[src/rtl/ps2_pkg.sv]
// Shared PS/2 definitions: host-transmit state encoding, default timing constants, parity helper.
// Also imported by the mouse receive path, so both directions compute parity the same way.
package ps2_pkg;

   typedef enum logic [2:0] {
      ST_IDLE,
      ST_RTS,
      ST_REQ,
      ST_DATA,
      ST_STOP,
      ST_ACK,
      ST_WAITI
   } ps2_state_e;

   localparam int RTS_CYCLES_DEF     = 5000;
   localparam int TIMEOUT_CYCLES_DEF = 1000000;
   localparam int FILTER_LEN_DEF     = 8;

   function automatic logic odd_parity(input logic [7:0] d);
      return ~^d;
   endfunction

endpackage

[src/rtl/ps2_clk_filter.sv]
// PS/2 clock deglitcher: output flips only after FILTER_LEN equal samples; o_fall pulses for one cycle on 1->0.
// Fall is flagged combinationally in the cycle the shift register fills with zeros; no backpressure.
module ps2_clk_filter
   import ps2_pkg::*;
#(
   parameter int FILTER_LEN = FILTER_LEN_DEF
) (
   input  logic clk,
   input  logic reset,
   input  logic i_ps2c,
   output logic o_fall
);

   logic [FILTER_LEN-1:0] r_sr;
   logic                  r_f;
   logic [FILTER_LEN-1:0] w_sr_nxt;
   logic                  w_f_nxt;

   assign w_sr_nxt = {r_sr[FILTER_LEN-2:0], i_ps2c};

   always_comb begin
      w_f_nxt = r_f;
      if (&w_sr_nxt)
         w_f_nxt = 1'b1;
      else if (~|w_sr_nxt)
         w_f_nxt = 1'b0;
   end

   always_ff @(posedge clk or negedge reset) begin
      if (!reset) begin
         r_sr <= '0;
         r_f  <= 1'b0;
      end else begin
         r_sr <= w_sr_nxt;
         r_f  <= w_f_nxt;
      end
   end

   assign o_fall = r_f & ~w_f_nxt;

endmodule

[src/rtl/ps2_tx.sv]
// Host-to-device PS/2 command transmitter (open-collector *_oe outputs, device-clocked frame, ack check).
// Ticks are registered one cycle after the deciding edge; wr_ps2 is accepted only while tx_idle=1, never queued.
module ps2_tx
   import ps2_pkg::*;
#(
   parameter int RTS_CYCLES     = RTS_CYCLES_DEF,
   parameter int TIMEOUT_CYCLES = TIMEOUT_CYCLES_DEF,
   parameter int FILTER_LEN     = FILTER_LEN_DEF
) (
   input  logic       clk,
   input  logic       reset,
   input  logic       wr_ps2,
   input  logic [7:0] din,
   input  logic       ps2c_in,
   input  logic       ps2d_in,
   output logic       ps2c_oe,
   output logic       ps2d_oe,
   output logic       tx_idle,
   output logic       tx_done_tick,
   output logic       tx_err_tick
);

   localparam int CW = $clog2(RTS_CYCLES + FILTER_LEN + 1);
   localparam int WW = $clog2(TIMEOUT_CYCLES + 1);

   ps2_state_e     r_state, w_state;
   logic [8:0]     r_b, w_b;
   logic [3:0]     r_n, w_n;
   logic [CW-1:0]  r_cnt, w_cnt;
   logic [WW-1:0]  r_wd, w_wd;
   logic           r_done, w_done;
   logic           r_err, w_err;
   logic           w_fall;
   logic           w_wd_on;

   ps2_clk_filter #(.FILTER_LEN(FILTER_LEN)) u_filt (
      .clk    (clk),
      .reset  (reset),
      .i_ps2c (ps2c_in),
      .o_fall (w_fall)
   );

   always_ff @(posedge clk or negedge reset) begin
      if (!reset) begin
         r_state <= ST_IDLE;
         r_b     <= '0;
         r_n     <= '0;
         r_cnt   <= '0;
         r_wd    <= '0;
         r_done  <= 1'b0;
         r_err   <= 1'b0;
      end else begin
         r_state <= w_state;
         r_b     <= w_b;
         r_n     <= w_n;
         r_cnt   <= w_cnt;
         r_wd    <= w_wd;
         r_done  <= w_done;
         r_err   <= w_err;
      end
   end

   always_comb begin
      w_state = r_state;
      w_b     = r_b;
      w_n     = r_n;
      w_cnt   = r_cnt;
      w_wd    = r_wd;
      w_done  = 1'b0;
      w_err   = 1'b0;
      w_wd_on = r_state inside {ST_REQ, ST_DATA, ST_STOP, ST_ACK, ST_WAITI};
      ps2c_oe = 1'b0;
      ps2d_oe = 1'b0;
      tx_idle = 1'b0;

      case (r_state)
         ST_IDLE: begin
            tx_idle = 1'b1;
            if (wr_ps2) begin
               w_b     = {odd_parity(din), din};
               w_cnt   = CW'(RTS_CYCLES - 1);
               w_state = ST_RTS;
            end
         end
         ST_RTS: begin
            ps2c_oe = 1'b1;
            if (r_cnt == '0) begin
               w_wd    = '0;
               w_state = ST_REQ;
            end else begin
               w_cnt = r_cnt - CW'(1);
            end
         end
         ST_REQ: begin
            ps2d_oe = 1'b1;
            if (w_fall) begin
               w_n     = '0;
               w_state = ST_DATA;
            end
         end
         ST_DATA: begin
            ps2d_oe = ~r_b[0];
            if (w_fall) begin
               if (r_n == 4'd8) begin
                  w_state = ST_STOP;
               end else begin
                  w_b = {1'b0, r_b[8:1]};
                  w_n = r_n + 4'd1;
               end
            end
         end
         ST_STOP: begin
            if (w_fall)
               w_state = ST_ACK;
         end
         ST_ACK: begin
            if (w_fall) begin
               w_done  = ~ps2d_in;
               w_err   = ps2d_in;
               w_cnt   = '0;
               w_state = ST_WAITI;
            end
         end
         ST_WAITI: begin
            // Both lines must be seen released long enough for the device to have let go.
            if (ps2c_in && ps2d_in) begin
               if (r_cnt == CW'(FILTER_LEN - 1))
                  w_state = ST_IDLE;
               else
                  w_cnt = r_cnt + CW'(1);
            end else begin
               w_cnt = '0;
            end
         end
         default: w_state = ST_IDLE;
      endcase

      // A device edge arriving on the expiry cycle still counts, so fall is tested first.
      if (w_wd_on) begin
         if (w_fall) begin
            w_wd = '0;
         end else if (r_wd == WW'(TIMEOUT_CYCLES - 1)) begin
            w_wd    = '0;
            w_done  = 1'b0;
            w_err   = 1'b1;
            w_state = ST_IDLE;
         end else begin
            w_wd = r_wd + WW'(1);
         end
      end
   end

   assign tx_done_tick = r_done;
   assign tx_err_tick  = r_err;

endmodule

[config.mk]
export PLATFORM = sky130hd
export DESIGN_NAME = ps2_tx
export DESIGN_NICKNAME = d
export VERILOG_FILES = /design/src/rtl/ps2_pkg.sv /design/src/rtl/ps2_clk_filter.sv /design/src/rtl/ps2_tx.sv
export SDC_FILE = /design/constraint.sdc
export NUM_CORES = 1
export LEC_CHECK = 0
export ABC_AREA = 1
export CAP_MARGIN = 15
export CORE_MARGIN = 2
export CORE_UTILIZATION = 39
export DETAILED_ROUTE_END_ITERATION = 16
export GPL_ROUTABILITY_DRIVEN = 0
export GPL_TIMING_DRIVEN = 1
export PLACE_DENSITY = 0.6
export REMOVE_ABC_BUFFERS = 1
export SYNTH_ARGS = -nofsm -noshare
export SYNTH_HDL_FRONTEND = slang
export SYNTH_SLANG_ARGS = --single-unit
[constraint.sdc]
create_clock -name clk -period 1.8 [get_ports clk]
set_clock_uncertainty 0.05 [all_clocks]
set_input_delay 0.54 -clock clk [delete_from_list [all_inputs] [get_ports clk]]
set_output_delay 0.54 -clock clk [all_outputs]
set_load 0.01 [all_outputs]
==> impl_metrics.yaml <==
clocking:
  insertion_delay_ns: 0.34
  path_clk_slew_ns: 0.07
  clk_path_buf_depth: 2
  htreeDepth: 3
  cts_buffers: 9
  cts_tree: "done"
  cts_num_sinks: 59
  root_buffer: "clkbuf_8"
timing:
  fin_ws_ns: -0.05254
  fmax_mhz: 539.8
  fin_crit_sh: 1.029
  finalCriticalPeriod_ns: 1.853
  setup_tns_ns: -0.1398
  worst_pin_slew_ns: 0.3488
  relSlewSlack: 0.7666
  finalMaxSlewViolations: 0
  setup_viol: 11
  rsz0062_at_grt: "yes"
  hold_violations: 0
placed_design:
  dpl_cell_area_mm2: 0.004623
  dp_hpwl_um: 7128
  io_buffer_count: 17
  dp.cells: 779
synth:
  synth_top_family_by_area: "simple AND/OR/NAND/NOR gates"
  synth-main-ff-cell: "dfrtp_1"
  syn-cell-area_mm2: 0.003950
  avgSynthCellArea_um2: 6.684
  yosys_warnings: 0
  synth_area_leaders: "dfrtp_1, nand2_1, nand3_1, inv_1, nor2_1"
  synth.mux.area_fraction: 0
  syn_inst: 591
  synth_xor_area_frac: 0.03548
  yosysTopAreaCell: "dfrtp_1"
  synthTopCellsByCount: "nand2_1, inv_1, nor2_1, dfrtp_1, nand3_1"
  ys_seq_area_frac: 0.3738
  synth-edff-count: 0
  ys_ff_latch: 59
  synthMostInstantiatedCell: "nand2_1"
  synth-simple-area-share: 0.3849
  synth_cell_types: 34
  synth_adder_area_share: 0.01901
  synth_compound_area_frac: 0.1004
  synthArstFlopShare: 1.000
  synth_top_cell_area_share: 0.3738
route:
  vias: 3997
  wl_met2_um: 4614
  drc: 0
  avgRoutedWirePerCell_um: 12.29
  drtPass1Iterations: 6
  drt_iter0_markers: 228
  wl_met3_um: 432
  ant_nets: 0
  wl_met1_um: 4696
  maxUsedRoutingLayer: "met4"
  wl_um: 9881
  viasPerCell: 4.971
power_and_ir_drop:
  peakVddDrop_mv: 0.5899
  power_density_mw_per_mm2: 1367
  p_leak_uw: 0.002382
critical_path:
  worstSetupEndpointType: "output pin"
  cp-start-kind: "flip-flop"
  rrSetupSlack_ns: -0.02
  worstPathRequired_ns: 1.21
  path_class: "reg2out"
  crit_fanout: 2
  worstRegToRegCells: 12
  crit_arrival_ns: 1.26
cells_and_area:
  final_area_mm2: 0.005079
  antenna_cells: 0
  areaGrowthSynthToFinish_pct: 28.57
  final_cells: 804
  layout.nets: 685
  num-fill-cells: 1018
  drive_above_1_share: 0.2027
flow_run:
  drv_cap: 0
floorplan:
  fp-row-count: 36
  start_util: 0.4023
  ioPinCount: 18
  die_h_um: 104.6
  core_mm2: 0.009819
  die_x_um: 104.6
  dieArea_mm2: 0.01095
run_status:
  violations: "negative setup slack"
  status: "complete, but fails checks"
global_route:
  grt_pass1_vias: 3782
  grt_first_pass_wirelength_um: 16850
  antenna_found_initial: 0
  grt_overflow_total: 0
  grt_max_degree: 60
  track_usage: 0.1870
min_path:
  hold_class: "in2async"
where the power goes:
group          internal, µW  switching, µW  total, µW
Combinational          1530           2160       3690
Sequential             1750            367       2110
Clock                   576            562       1140
stage by stage:
| step | hold WS (ns) | setup slack, ns | total power (µW) | util |
|---|---|---|---|---|
| 4_1_cts | 0.1574 | -0.05476 | 6649 | 0.4991 |
| 6_report | 0.1468 | -0.05254 | 6944 | 0.5172 |
| 5_1_grt | 0.1878 | -0.1155 | 7519 | 0.5172 |
| 3_3_place_gp | 0.3321 | -0.3539 | 5237 | 0.4708 |
| 2_1_floorplan | 0.1944 | -0.05910 | 4084 | - |
| 3_5_place_dp | 0.3412 | -0.4273 | 5326 | 0.4708 |
area by class of cell:
type	instances	area, µm²	share of cell area
clock buffers	11	151.4	0.02981
clock inverters	5	36.28	0.007145
inverters	70	269.0	0.05297
multi-input cells	449	2298	0.4526
flip-flops and latches	59	1480	0.2915
well taps	133	166.4	0.03277
repair buffers	77	676.9	0.1333
routing by layer:
layer | vias up | track usage
met5 | - | 0
met4 | 0 | 0.06190
met3 | 13 | 0.03556
met2 | 86 | 0.3170
met1 | 1851 | 0.2402
li1 | 2047 | -
kinds of logic (layout without fill, tap and decap cells):
group	after synthesis	in the layout
XOR/XNOR	16	16
buffers and inverters	83	163
AND/OR/NAND/NOR	351	351
adder cells (fa/ha/maj)	6	6
AO/OA/AOI/OAI	76	76
flip-flops	59	59
cells in the final DEF, fill, tap and decap left out, types with 11 or more instances in the layout:
| master | instances |
|---|---|
| a21oi_1 | 13 |
| nand3_1 | 52 |
| o21ai_1 | 14 |
| nand4_1 | 16 |
| dfrtp_1 | 56 |
| o21ai_0 | 41 |
| inv_1 | 60 |
| clkbuf_8 | 11 |
| buf_4 | 49 |
| nand2_1 | 178 |
| nor2_1 | 57 |
worst max-delay path: stages, from the launching register on:
cell and delay [ns]:
dfrtp_1 0.42, buf_6 0.14, a211oi_2 0.21, buf_2 0.16
worst paths after layout:
path | startpoint | endpoint
max in group asynchronous | reset | r_wd[0]
worst max register to register | r_state[1] | r_b[4]
worst min-delay path | reset | r_cnt[5]
min in group clk | u_filt.r_sr[1] | u_filt.r_sr[2]
worst min register to register | u_filt.r_sr[1] | u_filt.r_sr[2]
worst max-delay path | r_state[2] | ps2d_oe
registers in the layout, summed over array words and instances, names as in the netlist:
| name | cells |
|---|---|
| r_wd | 20 |
| r_cnt | 13 |
| r_b | 9 |
| u_filt.r_sr | 7 |
| r_n | 4 |
| r_state | 3 |
| tx_done_tick | 1 |
| tx_err_tick | 1 |
| u_filt.r_f | 1 |
what timing repair did:
| item | 4_1_cts | 5_1_grt |
|---|---|---|
| hold buffers | 0 | 0 |
| gates resized for setup | 30 | 51 |
| setup endpoints to repair | 40 | 53 |
| gates cloned | 0 | 0 |
| setup buffers | 6 | 4 |
| pin swaps | 4 | 1 |
No activity file was read; power rests on OpenSTA's default activity.
